`src/rtl/demux_stream_n.sv`:
```
// demux_stream_n: registered 1-to-NCH valid/ready stream demux; `DEMUX_STREAM_BROADCAST_EN adds in_bcast broadcast.
module demux_stream_n #(
  parameter int WIDTH = 8,
  parameter int NCH = 4,
  parameter int SELW = $clog2(NCH)
) (
  input  logic                 clk,
  input  logic                 rst_n,
  input  logic                 in_valid,
  output logic                 in_ready,
  input  logic [WIDTH-1:0]     in_data,
  input  logic [SELW-1:0]      in_sel,
`ifdef DEMUX_STREAM_BROADCAST_EN
  input  logic                 in_bcast,
`endif
  output logic [NCH-1:0]       out_valid,
  input  logic [NCH-1:0]       out_ready,
  output logic [NCH*WIDTH-1:0] out_data,
  output logic                 err_badsel
);
  localparam int NS = 2 ** SELW;
  localparam logic [SELW:0] NCH_W = NCH[SELW:0];
  logic [NCH-1:0] valid_q, valid_d, free, load;
  logic [NCH-1:0][WIDTH-1:0] data_q, data_d;
  logic [NS-1:0] free_pad, sel_oh;
  logic err_q, bcast, bad, acc;
`ifdef DEMUX_STREAM_BROADCAST_EN
  assign bcast = in_bcast;
`else
  assign bcast = 1'b0;
`endif
  assign free = ~valid_q | out_ready;
  // Out-of-range selects index padding bits that read as free, so bad words are always accepted.
  always_comb begin
    free_pad = '1;
    free_pad[NCH-1:0] = free;
  end
  assign bad = {1'b0, in_sel} >= NCH_W;
  assign sel_oh = NS'(1) << in_sel;
  assign in_ready = bcast ? &free : free_pad[in_sel];
  assign acc = in_valid && in_ready;
  assign load = acc ? (bcast ? '1 : sel_oh[NCH-1:0]) : '0;
  assign valid_d = load | (valid_q & ~out_ready);
  // Slices clear to zero whenever their channel goes idle.
  always_comb begin
    data_d = '0;
    for (int k = 0; k < NCH; k++)
      data_d[k] = load[k] ? in_data : (valid_d[k] ? data_q[k] : '0);
  end
  always_ff @(posedge clk or negedge rst_n) begin
    if (!rst_n) begin
      valid_q <= '0;
      data_q <= '0;
      err_q <= 1'b0;
    end else begin
      valid_q <= valid_d;
      data_q <= data_d;
      err_q <= acc && bad && !bcast;
    end
  end
  assign out_valid = valid_q;
  assign out_data = data_q;
  assign err_badsel = err_q;
endmodule

```
`config.mk`:
```
export PLATFORM = sky130hd
export DESIGN_NAME = demux_stream_n
export DESIGN_NICKNAME = d
export VERILOG_FILES = /design/src/rtl/demux_stream_n.sv
export SDC_FILE = /design/constraint.sdc
export NUM_CORES = 1
export LEC_CHECK = 0
export ABC_AREA = 1
export BUFFER_PORTS_ARGS = -buffer_cell sky130_fd_sc_hd__buf_4
export CORE_UTILIZATION = 40
export DETAILED_ROUTE_END_ITERATION = 12
export GPL_TIMING_DRIVEN = 0
export PLACE_DENSITY = 0.78
export SYNTH_ARGS = -nofsm -noshare
export SYNTH_HDL_FRONTEND = slang
export SYNTH_SLANG_ARGS = --single-unit
```
`constraint.sdc`:
```
create_clock -name clk -period 1.95 [get_ports clk]
set_clock_uncertainty 0.2 [all_clocks]
set_input_delay 0 -clock clk [delete_from_list [all_inputs] [get_ports clk]]
set_output_delay 0 -clock clk [all_outputs]
set_load 0.1 [all_outputs]
```
==> impl_results.md, run 1 <==
* Reg clk slew, reported paths at 0.07 ns
* Yosys cell types at 19
* IO Port Bufs at 53
* DP Area at roughly 0.0020 mm2
* Clock Power Share at 30.3%
* DR vias at about 1,500
* Final Max Slew Viols at 0
* Num Clock Sinks at 36
* Ant. Diodes at 0
* Net Sw Power at 583 uW
* CP max stage delay at 0.55 ns
* Largest net degree at the start of global routing at 37
* Sequential Power Share at ~45%
* Final Util at 68.1%
* Leak at ~0.0013 uW
* Top FF cell, synth: dfrtp_1
* Internal power at 1190 uW
* Area of the multi-input gates at 503 um2
* Area grow syn2layout at 57.0%
* Seq/Total Area, Yosys at 59.9%
* Detailed-route wire length at 4040 um
* #FFs+latches synth at 36
* Worst Path Max Fanout at 9
* Final cycle utilization of the critical path at between 90% and 100%
* Largest area contributor in the netlist: dfrtp_1
* Reg2reg path depth at 9
* Yosys warning count at 0
* Max Fclk at 0.526 GHz
* Final number of hold-violating endpoints at 0
* Routed len/inst at around 13 um
* Pre-antenna DRT Iters at 4
* RR Endpoint: out_data[18]
* RR Startpoint: out_valid[0]
* Iteration-0 DRC Markers at 90
* CTS tree: yes
* Die Y at 63.3 um
* Startpoint types: primary input
* GRT Util Overall at 22.3%
* Worst-Skew Late Latency at 0.28 ns
* Combinational power share at between 20% and 30%
* Top Ports at between 50 and 60
* Vias in the first global route at 1,444
* Post-route cell area at 0.00236 mm2
* WP data required at 1.93 ns
* Fin Setup TNS at 0 ns
* Initial antenna violation count at 0
* EDFF count, synth at 0
* Final setup fails at 0
* Area fraction of the dominant cell type after synthesis at 59.9%
* Status: finished clean
* Most common cell in the netlist: nand2_1
* Root buffer cell: clkbuf_8
* Starting Density at 43.4%
* Post-Syn Instances at 168
* Flop2flop setup slack at 0.08 ns
* Filler instances at 298
* Global-route wire length before repair at 6710 um
* Hold WC Path Type: primary input to asynchronous set/reset pin
* Synthesized Nets at roughly 190
* DRC viols at 0
* Die width at ~63 um
* Core Box Area at around 0.0035 mm2
* Sw Ratio at 33.0%
* CP Data Arrival Time at 1.88 ns
* ANT nets after route at 0
* Crit Path Class: primary input to register
* FFs w/ async S/R, synth at between 90% and 100%
* MaxCap Viol Count at 0
* GRT overflow at 0
* Total CTS buffers at 5
* Nets at about 280
* Crit end category: register
* Syn Area/Cell at approximately 9 um2
* Max Root-Sink Buffers at 2
* Share of cells above drive strength 1 at 32.0%
* Rows at 21
* Hold WS at 0.0206 ns
* DP HPWL at approximately 2600 um
* Synth top cells by count: 65 x nand2_1, 36 x dfrtp_1, 17 x nand4_1
* CP most frequent cell: nand2_1
* Top area cells in the synthesized netlist: dfrtp_1 60%, nand2_1 16%, nand4_1 7.1%
* RSZ-0062 raised after global routing: false
* Die area at 0.00401 mm2
* PwrDens at 748 mW/mm2
* Mapped cell area at 0.00151 mm2
* Slowest CP cell: dlygate4sd3_1
* Register area at 906 um2
* Crit-path cells: dlygate4sd3_1, buf_4, inv_1, nand2_2, nand2_1, nand2_1, inv_2, nand2_4, buf_8, nand4_1, dlygate4sd3_1, nand2_1
* VDD IR-drop max at 0.000359 V
* Overall Power at 1770 uW
* Via-per-instance ratio at 4.81
* GPL Wtd Cong at 0.752
* Min cycle time layout at 1.90 ns
* H-tree Lvls at 2
-- cell families after synthesis --
logic type / Yosys count / share of synthesized area, %
other: 1 / 0.249
flip-flops: 36 / 59.9
buffers and inverters: 25 / 7.40
AND/OR/NAND/NOR: 90 / 27.2
AO/OA/AOI/OAI: 16 / 5.32
-- power by group through the flow --
stage / Clock, uW / Sequential, uW / Combinational (uW)
floorplan: 0 / 973 / 101
global placement: 0 / 799 / 387
finish: 536 / 787 / 445
CTS: 546 / 785 / 430
global route: 585 / 789 / 468
detailed placement: 0 / 799 / 391
-- repair_timing --
| item | CTS | global route |
|---|---|---|
| hold buffers | 26 | 1 |
| endpoints found under the hold margin | 72 | 1 |
| gates resized for setup | 0 | 7 |
| endpoints found under the setup margin | 0 | 4 |
| buffers inserted | 0 | 4 |
-- flip-flops by register name, indices dropped and copies added, names as in the netlist --
name / cells
out_data: 32
out_valid: 4
-- worst max-delay path: cells and delay by family --
family                 cells  cell delay, ns
buffers and inverters      6            1.52
and+or+nand+nor            6            0.37
-- cell usage in the layout (no fill, tap or decap) --
master | netlist | final
nor2_4 | 1 | 1
inv_2 | 4 | 4
nor2_1 | 2 | 2
dlygate4sd3_1 | 0 | 23
inv_1 | 16 | 16
conb_1 | 1 | 1
clkbuf_8 | 0 | 6
dlymetal6s4s_1 | 0 | 3
nand4_1 | 17 | 17
dfrtp_2 | 0 | 4
o21ai_1 | 5 | 5
o21ai_0 | 11 | 11
nand2_2 | 1 | 5
buf_4 | 1 | 58
clkbuf_1 | 1 | 3
buf_2 | 1 | 1
nand4_2 | 1 | 1
clkinv_2 | 1 | 1
dfrtp_1 | 36 | 32
buf_8 | 1 | 1
nand2_1 | 65 | 61
nand2_4 | 1 | 1
nand3_1 | 2 | 2
-- how the worst max path moves through the flow --
stage	start	to	slack, ns
floorplan	out_valid[1]	out_data[24]	0.21
global placement	out_valid[1]	out_data[7]	0.47
detailed placement	out_valid[1]	out_data[4]	0.37
CTS	out_ready[0]	out_valid[2]	0.03
global route	out_ready[0]	out_data[18]	0.0005
finish	out_ready[3]	out_data[18]	0.05
-- metrics by stage --
step | std cells | setup WS (ns)
after floorplan | 168 | 0.209
after global placement | 267 | 0.469
after detailed placement | 267 | 0.373
after CTS | 301 | 0.0311
after global routing | 305 | 0.000495
final | 305 | 0.0494
-- area by class of cell --
cell class | count | share of cell area (%)
repair buffers | 83 | 29.4
well taps | 46 | 2.44
multi-input cells | 107 | 21.3
clock buffers | 8 | 3.81
inverters | 21 | 3.39
flip-flops and latches | 36 | 38.3
plain buffers | 4 | 1.32
-- metal layers --
layer / GRT usage, % / wire, um
met5: 0 / 0
met4: 10.2 / 59
met3: 6.52 / 306
met2: 35.0 / 1890
met1: 28.2 / 1780
No activity file was read; power rests on OpenSTA's default activity.
==> run 2, diff against run 1 <==
- ABC_AREA: 1 -> unset
- PLACE_DENSITY: 0.78 -> 0.77
- clock period: 1.95 -> 1.9 ns (I/O delays scaled with it)
==> run 2 against run 1 <==
Against the previous run: the run now ends with hold timing left; via count fell by 5.9%; flip-flop and latch count did not move; die area rose by 6.6%; power rose by 5.6%; wire length rose by 7.5%.
==> impl_results.md, run 2 <==
* WP data required at 1.70 ns (-0.23 ns)
* Seq/Total Area, Yosys at 56.0% (-3.8 points)
* Hold WC Path Type: primary input to asynchronous set/reset pin
* Sw Ratio at 33.3% (+0.30 points)
* CTS tree: yes
* ANT nets after route at 0 (unchanged)
* Leak at 0.00106 uW (-21%)
* GPL Wtd Cong at 0.807 (+7.3%)
* Max Fclk at 0.562 GHz
* Area grow syn2layout at 42.9%
* Crit Path Class: register to output port
* Final number of hold-violating endpoints at 4 (+4)
* WP depth at 3 (-9)
* Largest net degree at the start of global routing at 37 (unchanged)
* Post-Layout Cell Count at 258 (-15%)
* Failing checks: hold timing
* Die width at 65.4 um (+3.2%)
* GRT Util Overall at 23.0% (+0.66 points)
* GRT overflow at 0 (unchanged)
* H-tree Lvls at 2 (unchanged)
* Crit-path cells: nand2b_1, mux4_2, buf_6
* Final Util at 60.9% (-7.2 points)
* Most common cell in the netlist: dfrtp_1
* CP max stage delay at 0.51 ns (-0.04 ns)
* RSZ-0062 raised after global routing: false
* Ant. Diodes at 0 (unchanged)
* Root buffer cell: clkbuf_8
* Startpoint types: register
* Final Max Slew Viols at 0 (unchanged)
* Fin Setup TNS at 0 ns (unchanged)
* Vias in the first global route at 1,419 (-1.7%)
* Crit end category: output port
* Reg2reg path depth at 3 (-6)
* Yosys cell types at 16 (-3)
* VDD IR-drop max at 0.000399 V (+11%)
* CP Launch Point: out_valid[3]
* Top area cells in the synthesized netlist: dfrtp_1 56%, nand3b_1 15%, o31ai_1 15%
* EDFF count, synth at 0 (unchanged)
* Flop2flop setup slack at 0.45 ns (+0.37 ns)
* Routed len/inst at 16.9 um (+27%)
* Syn Area/Cell at 11.5 um2 (+28%)
* Setup repair bufs after CTS at 0 (unchanged)
* Area fraction of the dominant cell type after synthesis at 56.0% (-3.8 points)
* Hold WS at -0.00607 ns (-0.0267 ns)
* Nets at 226 (-18%)
* Die area at 0.00428 mm2 (+6.6%)
* Buf+Inv Stages, Crit Path at 1 (-5)
* Largest area contributor in the netlist: dfrtp_1
* Yosys warning count at 0 (unchanged)
* PwrDens at 813 mW/mm2 (+8.6%)
* Worst-Skew Late Latency at 0.29 ns (about the same)
* Clock Power Share at 31.5% (+1.2 points)
* Rows at 22 (+4.8%)
* Initial antenna violation count at 0 (unchanged)
* Synth top cells by count: 36 x dfrtp_1, 32 x nand3b_1, 32 x o31ai_1
* RR Endpoint: out_data[10]
* Internal power at 1250 uW (+5.1%)
* Final cycle utilization of the critical path at 93.7%
* Reg clk slew, reported paths at 0.07 ns (about the same)
* Mapped cell area at 0.00161 mm2 (+6.8%)
* RR Startpoint: out_valid[1]
* CP Data Arrival Time at 1.58 ns (-0.30 ns)
* Worst Path Max Fanout at 11 (+2)
* Top delay family on crit path: multiplexers
* Area of the multi-input gates at 631 um2 (+25%)
* Total CTS buffers at 5 (unchanged)
* Filler instances at 297 (-0.34%)
* DR vias at 1,380 (-5.9%)
* Synthesized Nets at 157 (-15%)
* DP HPWL at 2900 um (+10%)
* Largest register FFs at 32 (unchanged)
* Starting Density at 42.6% (-0.76 points)
* Top Ports at 55 (unchanged)
* DRC viols at 0 (unchanged)
* Core Box Area at 0.00377 mm2 (+8.7%)
* Num Clock Sinks at 36 (unchanged)
* Placed cells at 240 (-10%)
* Min cycle time layout at 1.78 ns
* #FFs+latches synth at 36 (unchanged)
* Detailed-route wire length at 4350 um (+7.5%)
* Via-per-instance ratio at 5.35 (+11%)
* Top FF cell, synth: dfrtp_1
* Sequential Power Share at 44.5% (about the same)
* Combinational power share at 24.0% (-1.2 points)
* Status: complete, but fails checks
* Pre-antenna DRT Iters at 7 (+3)
* Post-Syn Instances at 140 (-17%)
* Global-route wire length before repair at 7020 um (+4.6%)
* Net Sw Power at 621 uW (+6.6%)
* Commonest cells after routing, fill and taps aside: 52 x buf_4, 32 x nand3b_1, 32 x o31ai_1, 32 x dfrtp_1, 14 x dlygate4sd3_1
* IO Port Bufs at 52 (-1.9%)
* Slowest CP cell: mux4_2
* Max Root-Sink Buffers at 2 (unchanged)
* DP Area at 0.00207 mm2 (+5.5%)
* Post-route cell area at 0.00230 mm2 (-2.8%)
* Final setup fails at 0 (unchanged)
* MaxCap Viol Count at 0 (unchanged)
* Register area at 916 um2 (+1.1%)
* Most common cell after layout, fill and taps aside: buf_4
* FFs w/ async S/R, synth at 100% (unchanged)
* Iteration-0 DRC Markers at 133 (+48%)
* Die Y at 65.4 um (+3.2%)
* Share of cells above drive strength 1 at 34.3% (+2.2 points)
-- run 2: cell families after synthesis --
group           share of synthesized area [%]
flops                                    56.0
simple gates                             21.4
compound gates                           16.2
other cells                             0.233
buf+inv                                  4.75
mux                                      1.40
-- run 2: per-layer routing --
metal / share of wire, % / up-vias / GRT usage, %
li1: - / 649 / -
met1: 43 / 654 / 27.7
met2: 49 / 68 / 39.0
met3: 5.6 / 9 / 4.86
met4: 2.3 / 0 / 10.6
met5: 0 / - / 0
-- run 2: timing repair --
item / 4_1_cts / 5_1_grt
hold endpoints to repair: 72 / 0
endpoints found under the setup margin: 1 / 1
resized for setup: 1 / 0
cloned: 0 / 0
hold buffers: 14 / 0
-- run 2: power by group through the flow --
stage          Combinational [uW]  Clock (uW)  Sequential, uW
2_1_floorplan                 109           0            1040
5_1_grt                       468         642             837
4_1_cts                       471         601             815
3_3_place_gp                  438           0             828
6_report                      448         587             832
3_5_place_dp                  446           0             829
-- run 2: cell type report --
type	instances	share of cell area (%)
timing repair buffer	66	23.3
tap	48	2.61
buffer	9	2.29
sequential	36	39.9
clock buffer	8	4.36
inverter	1	0.163
multi-input combinational	90	27.5
-- run 2: how the worst max path moves through the flow --
stage	to	slack, ns
2_1_floorplan	in_ready	0.06
3_3_place_gp	in_ready	0.30
3_5_place_dp	in_ready	0.29
4_1_cts	in_ready	0.003
5_1_grt	in_ready	0.07
6_report	in_ready	0.12
-- run 2: stage by stage --
stage,total power (uW),worst slack [ns]
finish,1870,0.120
global route,1950,0.0750
CTS,1890,0.00257
detailed placement,1280,0.291
global placement,1270,0.301
floorplan,1140,0.0561
-- run 2: worst reg2reg max path: stages (launching register included) --
cell     delay (ns)
dfrtp_4        0.53
and2b_1        0.19
buf_6          0.13
o31ai_1        0.29
